**config.mk**
```make
export PLATFORM = sky130hd
export DESIGN_NAME = icache_axi_rd_bridge
export DESIGN_NICKNAME = d
export VERILOG_FILES = /design/src/rtl/icache_axi_rd_bridge.sv
export SDC_FILE = /design/constraint.sdc
export NUM_CORES = 1
export LEC_CHECK = 0
export CAP_MARGIN = 30
export CORE_MARGIN = 2
export CORE_UTILIZATION = 31
export DETAILED_ROUTE_END_ITERATION = 8
export PLACE_DENSITY = 0.91
export SYNTH_ARGS = -nofsm -noshare
export SYNTH_HDL_FRONTEND = slang
export SYNTH_SLANG_ARGS = --single-unit
```
**constraint.sdc**
```tcl
create_clock -name clk -period 1.8 [get_ports clk]
set_clock_uncertainty 0.1 [all_clocks]
set_input_delay 0.18 -clock clk [delete_from_list [all_inputs] [get_ports clk]]
set_output_delay 0.18 -clock clk [all_outputs]
set_load 0.05 [all_outputs]
```
**src/rtl/icache_axi_rd_bridge.sv**
```systemverilog
// Instruction-cache refill bridge: turns one line-refill request into a single AXI4 INCR
// read burst, streams beats back to the cache, drains on flush and flags malformed bursts.
module icache_axi_rd_bridge #(
    parameter int         LINE_WORDS = 8,
    parameter logic [3:0] AXI_ID     = 4'd0
) (
    input  logic        clk,
    input  logic        rst,
    input  logic [31:0] req_addr,
    input  logic        req_valid,
    output logic        req_ready,
    output logic [31:0] resp_data,
    output logic        resp_valid,
    output logic        resp_last,
    input  logic        resp_ready,
    input  logic        abort,
    output logic        busy,
    output logic        err,
    output logic [3:0]  arid,
    output logic [31:0] araddr,
    output logic [7:0]  arlen,
    output logic [2:0]  arsize,
    output logic [1:0]  arburst,
    output logic        arvalid,
    input  logic        arready,
    input  logic [3:0]  rid,
    input  logic [31:0] rdata,
    input  logic [1:0]  rresp,
    input  logic        rlast,
    input  logic        rvalid,
    output logic        rready
);

    localparam int                 BEAT_W    = $clog2(LINE_WORDS);
    localparam logic [31:0]        OFF_MASK  = 32'((LINE_WORDS * 4) - 1);
    localparam logic [BEAT_W-1:0]  LAST_BEAT = BEAT_W'(LINE_WORDS - 1);

    typedef enum logic [1:0] {
        S_IDLE,
        S_ADDR,
        S_DATA,
        S_DRAIN
    } state_t;

    state_t              state_q, state_d;
    logic                arvalid_q, arvalid_d;
    logic [31:0]         araddr_q, araddr_d;
    logic [BEAT_W-1:0]   beat_q, beat_d;
    logic                err_q, err_d;
    logic                abort_pend_q, abort_pend_d;

    logic req_fire;
    logic ar_fire;
    logic r_fire;
    logic beat_bad;
    logic at_last;

    assign arid    = AXI_ID;
    assign arlen   = 8'(LINE_WORDS - 1);
    assign arsize  = 3'b010;
    assign arburst = 2'b01;
    assign arvalid = arvalid_q;
    assign araddr  = araddr_q;
    assign err     = err_q;
    assign busy    = (state_q != S_IDLE);

    assign req_ready = (state_q == S_IDLE) && !abort;
    assign req_fire  = req_valid && req_ready;
    assign ar_fire   = arvalid_q && arready;

    // DATA passes the R channel straight through; DRAIN swallows beats unconditionally.
    assign rready = (state_q == S_DRAIN) || ((state_q == S_DATA) && resp_ready);
    assign r_fire = rvalid && rready;

    assign at_last    = (beat_q == LAST_BEAT);
    assign resp_data  = rdata;
    assign resp_valid = (state_q == S_DATA) && rvalid && !abort;
    assign resp_last  = resp_valid && at_last;

    assign beat_bad = (rresp != 2'b00) || (rid != AXI_ID) || (rlast != at_last);

    always_comb begin
        state_d      = state_q;
        arvalid_d    = arvalid_q;
        araddr_d     = araddr_q;
        beat_d       = beat_q;
        err_d        = err_q;
        abort_pend_d = abort_pend_q;

        case (state_q)
            S_IDLE: begin
                if (req_fire) begin
                    state_d      = S_ADDR;
                    araddr_d     = req_addr & ~OFF_MASK;
                    arvalid_d    = 1'b1;
                    beat_d       = '0;
                    err_d        = 1'b0;
                    abort_pend_d = 1'b0;
                end
            end
            S_ADDR: begin
                // AR stays up until accepted; a flush here is remembered and applied afterwards.
                if (abort) begin
                    abort_pend_d = 1'b1;
                end
                if (ar_fire) begin
                    arvalid_d = 1'b0;
                    state_d   = (abort_pend_q || abort) ? S_DRAIN : S_DATA;
                end
            end
            S_DATA: begin
                if (r_fire && rlast) begin
                    state_d = S_IDLE;
                end else if (abort) begin
                    state_d = S_DRAIN;
                end
            end
            S_DRAIN: begin
                if (r_fire && rlast) begin
                    state_d = S_IDLE;
                end
            end
            default: begin
                state_d = S_IDLE;
            end
        endcase

        if (r_fire) begin
            beat_d = beat_q + 1'b1;
            if (beat_bad) begin
                err_d = 1'b1;
            end
        end
    end

    always_ff @(posedge clk) begin
        if (rst) begin
            state_q      <= S_IDLE;
            arvalid_q    <= 1'b0;
            araddr_q     <= '0;
            beat_q       <= '0;
            err_q        <= 1'b0;
            abort_pend_q <= 1'b0;
        end else begin
            state_q      <= state_d;
            arvalid_q    <= arvalid_d;
            araddr_q     <= araddr_d;
            beat_q       <= beat_d;
            err_q        <= err_d;
            abort_pend_q <= abort_pend_d;
        end
    end

endmodule

```
==> impl_metrics.py <==
metrics = {
    "outcome": {
        "outcome": "finished, final reports clean",
    },
    "timing": {
        "period_share_pct": 96.4,
        "period_minus_slack_ns": 1.73,
        "slew_headroom_pct": 65.0,
        "tns_ns": 0,
        "report.final.hold_viol_count": 0,
        "worstMarginPinSlew_ns": 0.523,
        "slew_viol_final": 0,
        "rsz0062_at_grt": "no",
        "whs_ns": 0.260,
        "fmax_mhz": 576,
        "setup_violations": 0,
    },
    "worst_setup_path": {
        "path_buf_inv": 1,
        "cp.arrival_ns": 1.45,
        "crit_chain": "clkdlybuf4s50_1",
        "crit_path_end_kind": "primary output",
        "start_kind": "flop",
        "path_max_fanout": 3,
        "slowest_delay_ns": 0.81,
        "critical_path_class": "reg2out",
        "cp.required_ns": 1.52,
        "path_delay_family": "buffers and inverters",
        "crit_slowest_cell": "clkdlybuf4s50_1",
    },
    "yosys": {
        "yosys_register_bits": 35,
        "yosysMostFrequentCell": "nand2_1",
        "ys_top_cells_by_area": "dfxtp_1, buf_4, nand2_1",
        "synthesis.area_um2": 1840,
        "synthArstFlopShare_pct": 0,
        "yosys-top-cells-count": "nand2_1, buf_4, dfxtp_1",
        "post-synth-top-area-fraction_pct": 38.0,
        "synth_cell_types": 30,
        "yosysTopAreaCell": "dfxtp_1",
        "ys_warn_count": 0,
        "synth_ff_type": "dfxtp_1",
        "syn_avg_cell_area_um2": 8.04,
        "syn_inst": 229,
        "seq_area_frac_synth_pct": 38.0,
        "synth_edf_count": 0,
    },
    "global_route": {
        "track_usage_pct": 12.9,
        "grt_start_max_net_pins": 27,
        "grt_pass1_wl_um": 6480,
        "antenna_found_initial": 0,
        "globalRouteOverflowTotal": 0,
        "grt_pass1_vias": 1501,
    },
    "power": {
        "peakVddDrop_mv": 0.409,
        "p_leak_nw": 0.977,
        "seq_power_share_pct": 39.1,
        "power_density_nw_per_um2": 843,
        "switching_share_pct": 31.2,
        "internal_power_w": 0.00146,
        "switchingPower_w": 0.000660,
        "clockPowerShare_pct": 35.1,
        "power_frac_comb_pct": 25.8,
    },
    "flow_run": {
        "maxCapViolCount": 0,
    },
    "clock_network": {
        "cts_tree": "done",
        "cts_buffers": 5,
        "clock_latency_ns": 0.28,
        "clk_pin_slew_ns": 0.08,
        "cts_buffer_depth": 2,
        "htree_levels": 2,
        "clkSinkCount": 35,
        "cts-root-buf": "clkbuf_8",
    },
    "die": {
        "std_cell_rows": 28,
        "die_area_um2": 6570,
        "die_w_um": 81.1,
        "core_area_um2": 5820,
        "die_h_um": 81.1,
        "start_util_pct": 31.7,
        "io_pins": 166,
    },
    "cells_and_area": {
        "fin_nets": 354,
        "diodes": 0,
        "fin_util_pct": 43.2,
        "drive_gt1_share_pct": 10.2,
        "area_growth_pct": 36.3,
    },
    "detailed_routing": {
        "wl_per_cell_um": 12.1,
        "via_count": 1545,
        "drt_pass1_iterations": 4,
        "routed_wl_um": 4220,
        "drc": 0,
        "viasPerCell": 4.41,
        "drt_iter0_drc": 53,
        "ant_nets": 0,
    },
    "placed_design": {
        "gp_congestion": 0.794,
        "portBuffers": 74,
        "dp.final_hpwl_um": 3220,
    },
    "worst_hold_path": {
        "hold_class": "in2out",
    },
}
[area by class of cell]
class | count | area [µm²]
Clock buffer | 6 | 82.6
Timing Repair Buffer | 84 | 873
Clock inverter | 2 | 35.0
Sequential cell | 35 | 701
Inverter | 3 | 11.3
Tap cell | 75 | 93.8
Multi-Input combinational cell | 145 | 714
Fill cell | 592 | 3300
[kinds of logic after synthesis]
| group | count (synthesis) | synth area share [%] |
|---|---|---|
| AND/OR/NAND/NOR | 77 | 18.6 |
| buffers and inverters | 69 | 27.6 |
| flip-flops | 35 | 38.0 |
| adder cells (fa/ha/maj) | 2 | 1.36 |
| XOR/XNOR | 1 | 0.476 |
| other | 2 | 0.408 |
| AO/OA/AOI/OAI | 43 | 13.5 |
[cells in the final DEF (no fill, tap or decap), types with 2 or more instances in the layout]
master / instances
buf_12: 6
nand2b_1: 2
buf_4: 11
inv_1: 3
a21oi_1: 33
clkbuf_8: 6
dfxtp_1: 35
nand3_1: 5
nor2_1: 5
clkdlybuf4s50_1: 67
conb_1: 22
nand2_1: 57
ha_1: 2
o211a_1: 2
[stage by stage]
step | setup slack, ns | cell area, µm² | power, W | cells
floorplan | 0.160 | 1920 | 0.00142 | 249
global placement | 0.00701 | 2390 | 0.00138 | 342
detailed placement | -0.0417 | 2390 | 0.00139 | 342
CTS | 0.00556 | 2510 | 0.00215 | 350
global route | 0.0191 | 2510 | 0.00221 | 350
finish | 0.0653 | 2510 | 0.00212 | 350
[routing by layer]
| layer | part of all wire [%] | global-route usage (%) | routed length, µm |
|---|---|---|---|
| met1 | 38 | 12.1 | 1590 |
| met4 | 0.85 | 4.92 | 36 |
| met2 | 51 | 23.9 | 2140 |
| met5 | 0 | 0 | 0 |
| met3 | 11 | 6.33 | 454 |
[worst reg2reg max path, cell delays in order, from the launching register on]
cell       delay [ns]
dfxtp_1          0.35
buf_4            0.19
o211a_1          0.30
a2111oi_0        0.52
[power by group through the flow]
stage          sequential, W  clock [W]  combinational [W]
2_1_floorplan       0.000957          0           0.000458
3_3_place_gp        0.000844          0           0.000540
3_5_place_dp        0.000847          0           0.000546
4_1_cts             0.000828   0.000770           0.000547
5_1_grt             0.000832   0.000796           0.000579
6_report            0.000829   0.000743           0.000546
[registers in the layout (all words and copies together), names as in the netlist]
name and count:
araddr 27, beat_q 3, state_q 2, abort_pend_q 1, arvalid 1, err 1
[path summary, 6_finish.rpt]
kind | start | endpoint | slack [ns] | cells past startpoint
max | arvalid | arvalid | 0.07 | 1
min | rdata[5] | resp_data[5] | 0.26 | 0
max reg2reg | state_q[0] | state_q[1] | 0.20 | 3
min reg2reg | araddr[22] | araddr[22] | 0.35 | 2
[repair_timing]
action / in CTS / in global routing
buffers inserted: 0 / 0
endpoints found under the setup margin: 0 / 2
hold buffers: 0 / 0
resized for setup: 0 / 1
Note: power is estimated with default switching activity, not from simulation.
